--- src/rtl/sdram_port_arbiter_if.sv ---
// Burst memory port: requester drives req/wren/address/to_mem, memory side returns ready/offset.
interface sdram_port_arbiter_if #(
  parameter int ADDR_W = 24,
  parameter int DATA_W = 16,
  parameter int BURST  = 4
);
  localparam int OFF_W = $clog2(BURST);

  logic              req;
  logic              wren;
  logic [ADDR_W-1:0] address;
  logic [DATA_W-1:0] to_mem;
  logic              ready;
  logic [OFF_W-1:0]  offset;

  modport master (output req, wren, address, to_mem, input ready, offset);
  modport slave  (input req, wren, address, to_mem, output ready, offset);
endinterface

--- src/rtl/sdram_port_arbiter.sv ---
// Shares one SDRAM controller burst port between three requesters, one full burst per grant.
//   state   | meaning
//   IDLE    | no owner; pick a winner among pending requests
//   BUSY    | owner's burst in flight; m_req high, beats routed to owner
//   RELEASE | final beat taken; m_req low, grant held for one cycle
module sdram_port_arbiter #(
  parameter int ADDR_W = 24,
  parameter int DATA_W = 16,
  parameter int BURST  = 4,
  parameter int RR     = 1
) (
  input  logic                         clk,
  input  logic                         rst,
  sdram_port_arbiter_if.slave          p0,
  sdram_port_arbiter_if.slave          p1,
  sdram_port_arbiter_if.slave          p2,
  sdram_port_arbiter_if.master         m,
  output logic [2:0]                   grant,
  output logic                         busy
);
  localparam int OFF_W = $clog2(BURST);
  localparam logic [OFF_W-1:0] LAST_OFF = OFF_W'(BURST - 1);

  typedef enum logic [1:0] {IDLE, BUSY, RELEASE} state_e;

  state_e            state_q, state_d;
  logic [2:0]        grant_q, grant_d;
  logic [1:0]        last_q, last_d;
  logic              m_req_q, m_req_d;
  logic              busy_q, busy_d;
  logic [2:0]        req_v, win_oh, cand;
  logic [1:0]        win_idx, start_idx;
  logic              beat_ok, wren_mux;
  logic [ADDR_W-1:0] addr_mux;
  logic [DATA_W-1:0] data_mux;

  assign req_v = {p2.req, p1.req, p0.req};

  // Scan the three candidates from the highest index down so the first in search order wins.
  always_comb begin
    win_oh    = '0;
    win_idx   = '0;
    cand      = '0;
    start_idx = 2'd0;
    if (RR != 0) start_idx = (last_q == 2'd2) ? 2'd0 : last_q + 2'd1;
    for (int k = 2; k >= 0; k--) begin
      cand = {1'b0, start_idx} + 3'(k);
      if (cand > 3'd2) cand = cand - 3'd3;
      if (req_v[cand[1:0]]) begin
        win_oh  = 3'b001 << cand;
        win_idx = cand[1:0];
      end
    end
  end

  always_ff @(posedge clk or negedge rst) begin
    if (!rst) begin
      state_q <= IDLE;
      grant_q <= '0;
      last_q  <= 2'd2;
      m_req_q <= 1'b0;
      busy_q  <= 1'b0;
    end else begin
      state_q <= state_d;
      grant_q <= grant_d;
      last_q  <= last_d;
      m_req_q <= m_req_d;
      busy_q  <= busy_d;
    end
  end

  always_comb begin
    state_d = state_q;
    grant_d = grant_q;
    last_d  = last_q;
    unique case (state_q)
      IDLE: begin
        if (|req_v) begin
          state_d = BUSY;
          grant_d = win_oh;
          last_d  = win_idx;
        end
      end
      BUSY:    if (m.ready && m.offset == LAST_OFF) state_d = RELEASE;
      RELEASE: begin
        state_d = IDLE;
        grant_d = '0;
      end
      default: begin
        state_d = IDLE;
        grant_d = '0;
      end
    endcase
    m_req_d = (state_d == BUSY);
    busy_d  = (state_d != IDLE);
  end

  // Beats are only forwarded while BUSY; stray strobes in IDLE/RELEASE never reach a requester.
  always_comb begin
    beat_ok   = (state_q == BUSY);
    wren_mux  = 1'b0;
    addr_mux  = '0;
    data_mux  = '0;
    p0.ready  = 1'b0;
    p0.offset = '0;
    p1.ready  = 1'b0;
    p1.offset = '0;
    p2.ready  = 1'b0;
    p2.offset = '0;
    if (grant_q[0]) begin
      wren_mux  = p0.wren;
      addr_mux  = p0.address;
      data_mux  = p0.to_mem;
      p0.ready  = m.ready & beat_ok;
      p0.offset = beat_ok ? m.offset : '0;
    end
    if (grant_q[1]) begin
      wren_mux  = p1.wren;
      addr_mux  = p1.address;
      data_mux  = p1.to_mem;
      p1.ready  = m.ready & beat_ok;
      p1.offset = beat_ok ? m.offset : '0;
    end
    if (grant_q[2]) begin
      wren_mux  = p2.wren;
      addr_mux  = p2.address;
      data_mux  = p2.to_mem;
      p2.ready  = m.ready & beat_ok;
      p2.offset = beat_ok ? m.offset : '0;
    end
  end

  assign m.req     = m_req_q;
  assign m.wren    = wren_mux;
  assign m.address = addr_mux;
  assign m.to_mem  = data_mux;
  assign grant     = grant_q;
  assign busy      = busy_q;
endmodule

--- src/flat_wrapper.sv ---
// flat-port wrapper written by rule: the top's interface ports become plain ports
module sdram_port_arbiter_flat 
#(
  parameter int ADDR_W = 24,
  parameter int DATA_W = 16,
  parameter int BURST  = 4,
  parameter int RR     = 1
)
  (clk, rst, grant, busy, p0_req, p0_wren, p0_address, p0_to_mem, p0_ready, p0_offset, p1_req, p1_wren, p1_address, p1_to_mem, p1_ready, p1_offset, p2_req, p2_wren, p2_address, p2_to_mem, p2_ready, p2_offset, m_req, m_wren, m_address, m_to_mem, m_ready, m_offset);
  sdram_port_arbiter_if #(.ADDR_W(ADDR_W), .DATA_W(DATA_W), .BURST(BURST)) p0_i ();
  sdram_port_arbiter_if #(.ADDR_W(ADDR_W), .DATA_W(DATA_W), .BURST(BURST)) p1_i ();
  sdram_port_arbiter_if #(.ADDR_W(ADDR_W), .DATA_W(DATA_W), .BURST(BURST)) p2_i ();
  sdram_port_arbiter_if #(.ADDR_W(ADDR_W), .DATA_W(DATA_W), .BURST(BURST)) m_i ();
  input  logic clk;
  input  logic rst;
  output logic [2:0] grant;
  output logic busy;
  input wire logic [$bits(p0_i.req)-1:0] p0_req;
  input wire logic [$bits(p0_i.wren)-1:0] p0_wren;
  input wire logic [$bits(p0_i.address)-1:0] p0_address;
  input wire logic [$bits(p0_i.to_mem)-1:0] p0_to_mem;
  output wire logic [$bits(p0_i.ready)-1:0] p0_ready;
  output wire logic [$bits(p0_i.offset)-1:0] p0_offset;
  input wire logic [$bits(p1_i.req)-1:0] p1_req;
  input wire logic [$bits(p1_i.wren)-1:0] p1_wren;
  input wire logic [$bits(p1_i.address)-1:0] p1_address;
  input wire logic [$bits(p1_i.to_mem)-1:0] p1_to_mem;
  output wire logic [$bits(p1_i.ready)-1:0] p1_ready;
  output wire logic [$bits(p1_i.offset)-1:0] p1_offset;
  input wire logic [$bits(p2_i.req)-1:0] p2_req;
  input wire logic [$bits(p2_i.wren)-1:0] p2_wren;
  input wire logic [$bits(p2_i.address)-1:0] p2_address;
  input wire logic [$bits(p2_i.to_mem)-1:0] p2_to_mem;
  output wire logic [$bits(p2_i.ready)-1:0] p2_ready;
  output wire logic [$bits(p2_i.offset)-1:0] p2_offset;
  output wire logic [$bits(m_i.req)-1:0] m_req;
  output wire logic [$bits(m_i.wren)-1:0] m_wren;
  output wire logic [$bits(m_i.address)-1:0] m_address;
  output wire logic [$bits(m_i.to_mem)-1:0] m_to_mem;
  input wire logic [$bits(m_i.ready)-1:0] m_ready;
  input wire logic [$bits(m_i.offset)-1:0] m_offset;
  assign p0_i.req = p0_req;
  assign p0_i.wren = p0_wren;
  assign p0_i.address = p0_address;
  assign p0_i.to_mem = p0_to_mem;
  assign p0_ready = p0_i.ready;
  assign p0_offset = p0_i.offset;
  assign p1_i.req = p1_req;
  assign p1_i.wren = p1_wren;
  assign p1_i.address = p1_address;
  assign p1_i.to_mem = p1_to_mem;
  assign p1_ready = p1_i.ready;
  assign p1_offset = p1_i.offset;
  assign p2_i.req = p2_req;
  assign p2_i.wren = p2_wren;
  assign p2_i.address = p2_address;
  assign p2_i.to_mem = p2_to_mem;
  assign p2_ready = p2_i.ready;
  assign p2_offset = p2_i.offset;
  assign m_req = m_i.req;
  assign m_wren = m_i.wren;
  assign m_address = m_i.address;
  assign m_to_mem = m_i.to_mem;
  assign m_i.ready = m_ready;
  assign m_i.offset = m_offset;
  sdram_port_arbiter #(.ADDR_W(ADDR_W), .DATA_W(DATA_W), .BURST(BURST), .RR(RR)) u_core (.clk(clk), .rst(rst), .p0(p0_i), .p1(p1_i), .p2(p2_i), .m(m_i), .grant(grant), .busy(busy));
endmodule
--- config.mk ---
export PLATFORM = sky130hd
export DESIGN_NAME = sdram_port_arbiter_flat
export DESIGN_NICKNAME = d
export VERILOG_FILES = /design/src/rtl/sdram_port_arbiter_if.sv /design/src/rtl/sdram_port_arbiter.sv /design/src/flat_wrapper.sv
export SDC_FILE = /design/constraint.sdc
export NUM_CORES = 1
export LEC_CHECK = 0
export ABC_AREA = 1
export BUFFER_PORTS_ARGS = -buffer_cell sky130_fd_sc_hd__buf_2
export CAP_MARGIN = 20
export CELL_PAD_IN_SITES_DETAIL_PLACEMENT = 1
export CELL_PAD_IN_SITES_GLOBAL_PLACEMENT = 1
export CORE_ASPECT_RATIO = 0.5
export CORE_MARGIN = 5
export CORE_UTILIZATION = 18
export DETAILED_ROUTE_END_ITERATION = 7
export PLACE_DENSITY = 0.77
export SYNTH_ARGS = -nofsm -noshare
export SYNTH_HDL_FRONTEND = slang
export SYNTH_SLANG_ARGS = --single-unit
--- constraint.sdc ---
create_clock -name clk -period 1.69 [get_ports clk]
set_input_delay 0.507 -clock clk [delete_from_list [all_inputs] [get_ports clk]]
set_output_delay 0.507 -clock clk [all_outputs]
set_load 0.02 [all_outputs]
==> results.py, run 1 <==
metrics = {
    "outcome": {
        "outcome": "complete, but fails checks",
        "violations": "negative setup slack",
    },
    "die": {
        "die_x_microns": 137,
        "initial_core_util": 0.183,
        "core_area_sq_mm": 0.00791,
        "ioPinCount": 186,
        "rows": 23,
        "die_h_microns": 73.5,
        "die-area_sq_mm": 0.0101,
    },
    "sta": {
        "min_period_ns": 1.85,
        "fmax_mhz": 539,
        "setup_viol": 50,
        "finClkSkew_ns": 0.000290,
        "slew_headroom": 0.791,
        "worst_pin_slew_ns": 0.314,
        "slew_viol_final": 0,
        "fin_tns_setup_ns": -5.59,
        "rsz0062_at_grt": "true",
        "layout_setup_ws_ns": -0.164,
        "worst_hold_slack_ns": 0.126,
        "hold_viol": 0,
        "timing.final.crit_share": 1.10,
    },
    "global_routing": {
        "grt_pass1_vias": 2738,
        "gr-total-overflow": 0,
        "grt_max_degree": 31,
        "grt_pass1_wl_mm": 14.1,
        "antenna_found_initial": 0,
        "track_usage": 0.176,
    },
    "place": {
        "dp_slack_ns": 0.0305,
        "gp_congestion": 0.804,
        "dp_hpwl_mm": 7.19,
        "dp.cells": 550,
        "port_buffers": 185,
    },
    "worst_setup_path": {
        "worstPathMaxFanout": 11,
        "critical_path_arrival_ns": 1.35,
        "reg2reg_from": "u_core.state_q[0]",
        "critPathRequiredTime_ns": 1.18,
        "crit_cells": 5,
        "critPathSlowestCell": "dfrtp_2",
        "crit_family": "buffers and inverters",
        "r2r_slack_ns": 0.42,
        "r2r-end": "u_core.grant[0]",
        "criticalPathCategory": "flop to output port",
        "worstSetupEndpointType": "output port",
        "path_cells": "buf_12 -> buf_16 -> nand3_1 -> a21oi_2 -> buf_6",
        "endpoint": "m_to_mem[8]",
        "reg2reg_depth": 7,
        "critPathMaxStageDelay_ns": 0.40,
        "crit_path_start_kind": "flop",
        "startpoint": "u_core.grant[0]",
        "path_buf_inv": 3,
    },
    "layout": {
        "seq_area_sq_um": 231,
        "fin_cells": 566,
        "diodes": 0,
        "layout-drive-gt1-share": 0.676,
        "fillers": 1021,
        "area_growth_pct": 136,
        "multi_input_area_sq_mm": 0.00136,
        "num-nets-final": 586,
    },
    "synthesis": {
        "ys_top_cells_by_area": "a21oi_1 29%, nand3_1 18%, dfrtp_1 14%",
        "avgSynthCellArea_sq_um": 5.54,
        "ys_seq_area_frac": 0.156,
        "ys_seq_elements": 9,
        "synth_compound_area_frac": 0.297,
        "synth-simple-area-share": 0.416,
        "syn_nets": 393,
        "synth_cell_types": 19,
        "synth_top_area_cell": "a21oi_1",
        "synthAdderAreaFrac": 0,
        "synth_mux_area_frac": 0,
        "synth.cell_area_sq_mm": 0.00145,
        "synth_top_family_by_area": "simple AND/OR/NAND/NOR gates",
        "yosys.area_share.xor_xnor": 0,
        "synth_top_area_frac": 0.293,
        "synth_warnings": 0,
        "netlist_instances": 262,
    },
    "run": {
        "maxCapViolCount": 0,
    },
    "clock_tree": {
        "clkSinkCount": 9,
        "cts_hold_buf": 0,
        "cts.htree.levels": 1,
        "cts_tree": "yes",
        "clk_path_buf_depth": 2,
        "clkLatencyLatePin_ns": 0.24,
        "cts_buffers": 3,
        "clockRootBuffer": "clkbuf_16",
        "cts.reportedPaths.clkPinSlew_ns": 0.04,
    },
    "detailed_routing": {
        "wirelength_mm": 10.4,
        "drc": 0,
        "routedWlPerCell_microns": 18.3,
        "vias_per_cell": 4.76,
        "ant_nets": 0,
        "first_pass_iters": 4,
        "met1_length_mm": 3.71,
        "drtIter0Drc": 89,
        "wl_met2_mm": 5.75,
        "vias": 2692,
        "top_layer_used": "met4",
        "wl_met3_microns": 507,
    },
    "pwr": {
        "ir_worst_vdd_v": 0.000688,
        "p_per_area_mw_per_mm2": 2010,
        "finalPower_uw": 6880,
        "leakage_uw": 0.00162,
    },
    "worst_hold_path": {
        "hp-class": "primary input to asynchronous set/reset pin",
    },
}
cell usage in the layout (no fill, tap or decap), drive strengths merged:
cell | netlist | final
nand2 | 22 | 22
dfstp | 1 | 1
o21ai | 1 | 1
clkbuf | 0 | 5
inv | 11 | 10
nand3 | 54 | 54
buf | 23 | 209
nor2 | 54 | 54
dfrtp | 8 | 8
nand4 | 2 | 2
a21oi | 85 | 85
clkinv | 1 | 3
where the power goes:
part	switching, uW	leakage (uW)	internal, uW	total (uW)
clock network	110	0.0000409	312	422
logic	3370	0.00148	2650	6030
registers	110	0.000101	324	435
registers in the layout, summed over array words and instances, names as in the netlist:
name,count
u_core.grant,3
u_core.last_q,2
u_core.m.req,1
u_core.state_q,2
u_core.busy,1
repair_timing:
action / in CTS / in global routing
resized for setup: 92 / 54
setup endpoints to repair: 50 / 51
gates cloned: 2 / 2
pin swaps: 7 / 17
endpoints found under the hold margin: 0 / 0
buffers inserted: 3 / 5
cells in the mapped netlist:
cell	number
a21oi_1	85
buf_2	18
buf_4	1
buf_6	4
clkinv_2	1
dfrtp_1	8
dfstp_2	1
inv_1	9
inv_2	1
inv_4	1
nand2_1	20
nand2_2	2
nand3_1	51
nand3_2	3
nand4_1	2
nor2_1	50
nor2_2	3
nor2_4	1
o21ai_1	1
worst min path at each step:
stage	from	end	slack (ns)	cells after the start
6_report	rst	u_core.last_q[0]	0.13	1
3_5_place_dp	rst	u_core.last_q[0]	0.38	1
4_1_cts	rst	u_core.last_q[0]	0.13	1
5_1_grt	rst	u_core.m.req	0.14	1
3_3_place_gp	rst	u_core.last_q[0]	0.37	1
2_1_floorplan	rst	u_core.busy	0.21	0
cell families (layout without fill, tap and decap cells):
kind of cell | Yosys count | count (layout)
compound gates | 86 | 86
buf+inv | 35 | 227
flops | 9 | 9
simple gates | 132 | 132
per-stage QoR:
step,cell area (sq um),utilization
floorplan,1600,-
global placement,2710,0.342
detailed placement,2710,0.342
CTS,3130,0.395
global route,3420,0.432
finish,3420,0.432
cell type report:
| cell class | instances | share of cell area |
|---|---|---|
| flip-flops and latches | 9 | 0.0676 |
| repair buffers | 211 | 0.454 |
| clock inverters | 1 | 0.00146 |
| clock buffers | 3 | 0.0219 |
| well taps | 112 | 0.0410 |
| multi-input cells | 218 | 0.396 |
| inverters | 12 | 0.0183 |
routing by layer:
| metal | GRT usage | vias to the layer above |
|---|---|---|
| li1 | - | 1287 |
| met1 | 0.196 | 1280 |
| met2 | 0.354 | 95 |
| met3 | 0.0280 | 30 |
| met4 | 0.0365 | 0 |
| met5 | 0 | - |
Note: power is estimated with default switching activity, not from simulation.
==> run 2, diff against run 1 <==
CELL_PAD_IN_SITES_DETAIL_PLACEMENT = 0   (was 1)
==> run 2 against run 1 <==
The run still ends with negative setup slack left. Die area unchanged. Clock skew increased by 0.0023 ns. Global-route usage decreased by 3.3 points.
==> results.py, run 2 (same netlist as run 1, synthesis figures left out) <==
metrics = {
    "outcome": {
        "outcome": "complete, but fails checks",
        "violations": "negative setup slack",
    },
    "worst_setup_path": {
        "crit_cells": 5,
        "reg2reg_depth": 5,
        "r2r_slack_ns": 0.48,
        "crit_path_start_kind": "flop",
        "path_buf_inv": 3,
        "crit_family": "flip-flops",
        "reg2reg_from": "u_core.state_q[1]",
        "critPathSlowestCell": "dfrtp_2",
        "criticalPathCategory": "flop to output port",
        "path_cells": "clkinv_4 -> buf_12 -> nand3_1 -> a21oi_2 -> buf_4",
        "critPathMaxStageDelay_ns": 0.44,
        "worstSetupEndpointType": "output port",
        "r2r-end": "u_core.m.req",
        "startpoint": "u_core.grant[1]",
        "critical_path_arrival_ns": 1.32,
        "endpoint": "m_to_mem[2]",
        "worstPathMaxFanout": 14,
        "critPathRequiredTime_ns": 1.18,
    },
    "layout": {
        "area_growth_pct": 123,
        "largest_register_ffs": 3,
        "diodes": 0,
        "layout_commonest_cell": "buf_2",
        "num-nets-final": 580,
        "layout-drive-gt1-share": 0.647,
        "mostFrequentLayoutCells": "135 x buf_2, 46 x a21oi_2, 44 x nor2_1",
        "fin_cells": 560,
        "stdcell_area_sq_mm": 0.00324,
    },
    "pwr": {
        "p_per_area_mw_per_mm2": 1950,
        "leakage_uw": 0.00156,
        "ir_worst_vdd_v": 0.000641,
    },
    "clock_tree": {
        "cts.reportedPaths.clkPinSlew_ns": 0.04,
        "clockRootBuffer": "clkbuf_16",
        "clkSinkCount": 9,
        "cts_buffers": 3,
        "cts.htree.levels": 1,
        "cts_tree": "yes",
        "clk_path_buf_depth": 2,
        "cts_hold_buf": 0,
        "clkLatencyLatePin_ns": 0.23,
    },
    "sta": {
        "rsz0062_at_grt": "true",
        "min_period_ns": 1.83,
        "timing.final.crit_share": 1.08,
        "finClkSkew_ns": 0.00261,
        "fmax_mhz": 548,
        "hold_viol": 0,
        "slew_viol_final": 0,
        "layout_setup_ws_ns": -0.136,
        "slew_headroom": 0.839,
        "worst_hold_slack_ns": 0.127,
        "worst_pin_slew_ns": 0.241,
        "setup_viol": 50,
    },
    "die": {
        "die-area_sq_mm": 0.0101,
        "core_area_sq_mm": 0.00791,
        "ioPinCount": 186,
        "rows": 23,
        "die_x_microns": 137,
        "initial_core_util": 0.183,
        "die_h_microns": 73.5,
    },
    "detailed_routing": {
        "vias_per_cell": 4.51,
        "drc": 0,
        "ant_nets": 0,
        "first_pass_iters": 4,
        "vias": 2526,
        "routedWlPerCell_microns": 14.7,
        "drtIter0Drc": 102,
        "wirelength_mm": 8.25,
    },
    "worst_hold_path": {
        "hp-class": "primary input to asynchronous set/reset pin",
    },
    "global_routing": {
        "track_usage": 0.143,
        "grt_pass1_wl_mm": 11.8,
        "grt_pass1_vias": 2440,
        "grt_max_degree": 31,
        "antenna_found_initial": 0,
        "gr-total-overflow": 0,
    },
    "place": {
        "dp_hpwl_mm": 6.30,
        "placed_area_sq_mm": 0.00271,
        "dp.cells": 550,
        "port_buffers": 185,
        "gp_congestion": 0.804,
    },
    "run": {
        "maxCapViolCount": 0,
    },
}
==> run 2: changes by cell type in the layout (fill, tap and decap cells not counted), moves of 2 or more <==
cell,previous run,this run
buf_12,8,6
buf_16,2,0
nor2_4,10,7
nand3_1,45,42
nor2_1,36,44
a21oi_1,34,39
a21oi_2,51,46
nor2_2,8,3
nand3_2,9,12
==> run 2: repair_timing <==
action	CTS	global route
buffers inserted	2	2
pin swaps	7	14
resized for setup	68	55
setup endpoints to repair	50	51
cloned	1	1
==> run 2: layout make-up <==
class                      instances  area, sq um
clock inverter                     1         5.00
inverter                          12         51.3
tap                              112          140
clock buffer                       3         75.1
timing repair buffer             205         1430
sequential                         9          231
fill                             830         4670
multi-input combinational        218         1310
==> run 2: worst min-delay path by stage <==
stage | end | slack (ns) | cells after the start
2_1_floorplan | u_core.busy | 0.21 | 0
3_3_place_gp | u_core.last_q[0] | 0.37 | 1
3_5_place_dp | u_core.last_q[0] | 0.38 | 1
4_1_cts | u_core.last_q[0] | 0.13 | 1
5_1_grt | u_core.last_q[0] | 0.14 | 1
6_report | u_core.last_q[0] | 0.13 | 1
==> run 2: power breakdown <==
group | total, uW | switching (uW) | internal, uW
Combinational | 5480 | 3070 | 2400
Clock | 413 | 102 | 312
Sequential | 438 | 113 | 324
==> run 2: per-layer routing <==
metal / share of wire / global-route usage
met5: 0 / 0
met3: 0.058 / 0.0233
met2: 0.54 / 0.263
met1: 0.39 / 0.178
met4: 0.019 / 0.0299
==> run 2: per-stage QoR <==
step / utilization / power, uW / setup TNS, ns / setup slack, ns
2_1_floorplan: - / 3410 / -0.0214 / -0.00714
3_3_place_gp: 0.342 / 4830 / 0 / 0.0712
3_5_place_dp: 0.342 / 4850 / 0 / 0.0256
4_1_cts: 0.382 / 5920 / -5.91 / -0.165
5_1_grt: 0.409 / 6720 / -7.36 / -0.185
6_report: 0.409 / 6330 / -4.56 / -0.136
==> run 2: worst register-to-register path: cells and delay by family, from the launching register on <==
| family | cells | cell delay (ns) |
|---|---|---|
| buffers and inverters | 1 | 0.15 |
| and+or+nand+nor | 3 | 0.45 |
| AOI/OAI and AO/OA | 1 | 0.05 |
| DFF | 1 | 0.44 |
==> run 3, diff against run 2 <==
CORE_MARGIN = 10   (was 5)
CTS_CLUSTER_SIZE = 16   (was not set)
==> run 3 against run 2 <==
The flow still finishes with violations (negative setup slack). Cell count down 0.36%. Sequential power down 3%. Worst hold slack worse by 0.0048 ns.
==> results.py, run 3 (same netlist as run 1, synthesis figures left out) <==
metrics = {
    "clock_tree": {
        "cts.htree.levels": 1,
        "cts_hold_buf": 0,
        "cts_tree": "yes",
        "cts_buffers": 3,
        "clk_path_buf_depth": 2,
        "clkSinkCount": 9,
        "clockRootBuffer": "clkbuf_16",
        "clkLatencyLatePin_ns": 0.23,
        "cts.reportedPaths.clkPinSlew_ns": 0.04,
    },
    "layout": {
        "fillers": 845,
        "mostFrequentLayoutCells": "135 x buf_2, 47 x nand3_1, 44 x a21oi_1",
        "num-nets-final": 578,
        "area_growth_pct": 123,
        "layout-drive-gt1-share": 0.641,
        "layout_commonest_cell": "buf_2",
        "largest_register_ffs": 3,
        "diodes": 0,
        "multi_input_area_sq_mm": 0.00129,
        "seq_area_sq_um": 231,
    },
    "global_routing": {
        "grt_max_degree": 44,
        "gr-total-overflow": 0,
        "grt_pass1_vias": 2543,
        "antenna_found_initial": 0,
        "track_usage": 0.131,
        "grt_pass1_wl_mm": 13.6,
    },
    "sta": {
        "worst_pin_slew_ns": 0.222,
        "slew_headroom": 0.852,
        "hold_viol": 0,
        "setup_viol": 50,
        "rsz0062_at_grt": "true",
        "worst_hold_slack_ns": 0.123,
        "layout_setup_ws_ns": -0.135,
        "timing.final.crit_share": 1.08,
        "finClkSkew_ns": 0.00241,
        "fin_tns_setup_ns": -4.72,
        "min_period_ns": 1.83,
        "slew_viol_final": 0,
        "fmax_mhz": 548,
    },
    "detailed_routing": {
        "vias": 2568,
        "first_pass_iters": 4,
        "ant_nets": 0,
        "routedWlPerCell_microns": 16.4,
        "vias_per_cell": 4.60,
        "wirelength_mm": 9.18,
        "drc": 0,
        "drtIter0Drc": 183,
    },
    "worst_setup_path": {
        "crit_path_start_kind": "flop",
        "critical_path_arrival_ns": 1.32,
        "path_cells": "clkinv_4 -> buf_6 -> nand3_1 -> a21oi_2 -> buf_4",
        "worstPathMaxFanout": 8,
        "critPathRequiredTime_ns": 1.18,
        "reg2reg_depth": 7,
        "worstSetupEndpointType": "output port",
        "critPathSlowestCell": "dfrtp_2",
        "r2r-end": "u_core.grant[2]",
        "r2r_slack_ns": 0.51,
        "reg2reg_from": "u_core.last_q[1]",
        "criticalPathCategory": "flop to output port",
        "critPathMaxStageDelay_ns": 0.43,
    },
    "pwr": {
        "p_int_uw": 3070,
        "p_per_area_mw_per_mm2": 1970,
        "ir_worst_vdd_v": 0.000656,
        "p_switching_uw": 3320,
        "finalPower_uw": 6390,
        "comb_power_share": 0.867,
        "switching_share": 0.519,
        "seq_power_share": 0.067,
        "leakage_uw": 0.00156,
        "clockPowerShare": 0.066,
    },
    "place": {
        "dp_slack_ns": 0.0814,
        "gp_congestion": 0.825,
        "dp_hpwl_mm": 6.90,
        "port_buffers": 185,
    },
    "run": {
        "maxCapViolCount": 0,
    },
    "die": {
        "initial_core_util": 0.183,
        "rows": 23,
        "die-area_sq_mm": 0.0123,
        "ioPinCount": 186,
        "die_x_microns": 147,
        "die_h_microns": 83.5,
        "core_area_sq_mm": 0.00791,
    },
    "outcome": {
        "violations": "negative setup slack",
        "outcome": "complete, but fails checks",
    },
    "worst_hold_path": {
        "hp-class": "primary input to asynchronous set/reset pin",
    },
}
run 3: worst max-delay path by stage:
stage,cells after the start,end,startpoint
6_report,5,m_to_mem[13],u_core.grant[1]
5_1_grt,5,m_to_mem[10],u_core.grant[1]
4_1_cts,5,m_to_mem[13],u_core.grant[1]
3_5_place_dp,5,m_to_mem[13],u_core.grant[1]
3_3_place_gp,5,m_to_mem[13],u_core.grant[1]
2_1_floorplan,4,p2_offset[0],u_core.grant[2]
run 3: critical path, delay by kind of cell, from the launching register on:
family,cells,cell delay [ns]
flops,1,0.43
buf+inv,3,0.40
compound gates,1,0.15
simple gates,1,0.09
run 3: final cells by class:
type	instances	area share
Sequential cell	9	0.0715
Inverter	12	0.0170
Timing Repair Buffer	203	0.446
Clock buffer	4	0.0243
Tap cell	112	0.0433
Multi-Input combinational cell	218	0.398
run 3: layer usage:
layer | GRT usage | share of wire
met1 | 0.140 | 0.37
met2 | 0.262 | 0.57
met3 | 0.0292 | 0.050
met4 | 0.0143 | 0.011
met5 | 0 | 0
run 3: through the flow:
| stage | utilization | std cells | cell area (sq um) |
|---|---|---|---|
| floorplan | - | 262 | 1600 |
| global placement | 0.342 | 547 | 2710 |
| detailed placement | 0.342 | 547 | 2710 |
| CTS | 0.375 | 552 | 2970 |
| global route | 0.409 | 558 | 3240 |
| finish | 0.409 | 558 | 3240 |
run 3: power groups by stage:
stage | combinational [uW] | clock [uW] | sequential [uW]
finish | 5540 | 421 | 427
global route | 5930 | 444 | 444
CTS | 5020 | 429 | 415
detailed placement | 4470 | 0 | 418
global placement | 4470 | 0 | 419
floorplan | 2960 | 0 | 448
run 3: timing repair:
action	CTS	global route
buffers inserted	1	3
pin swaps	2	12
gates cloned	0	3
resized for setup	63	57
setup endpoints to repair	50	51
endpoints found under the hold margin	0	0
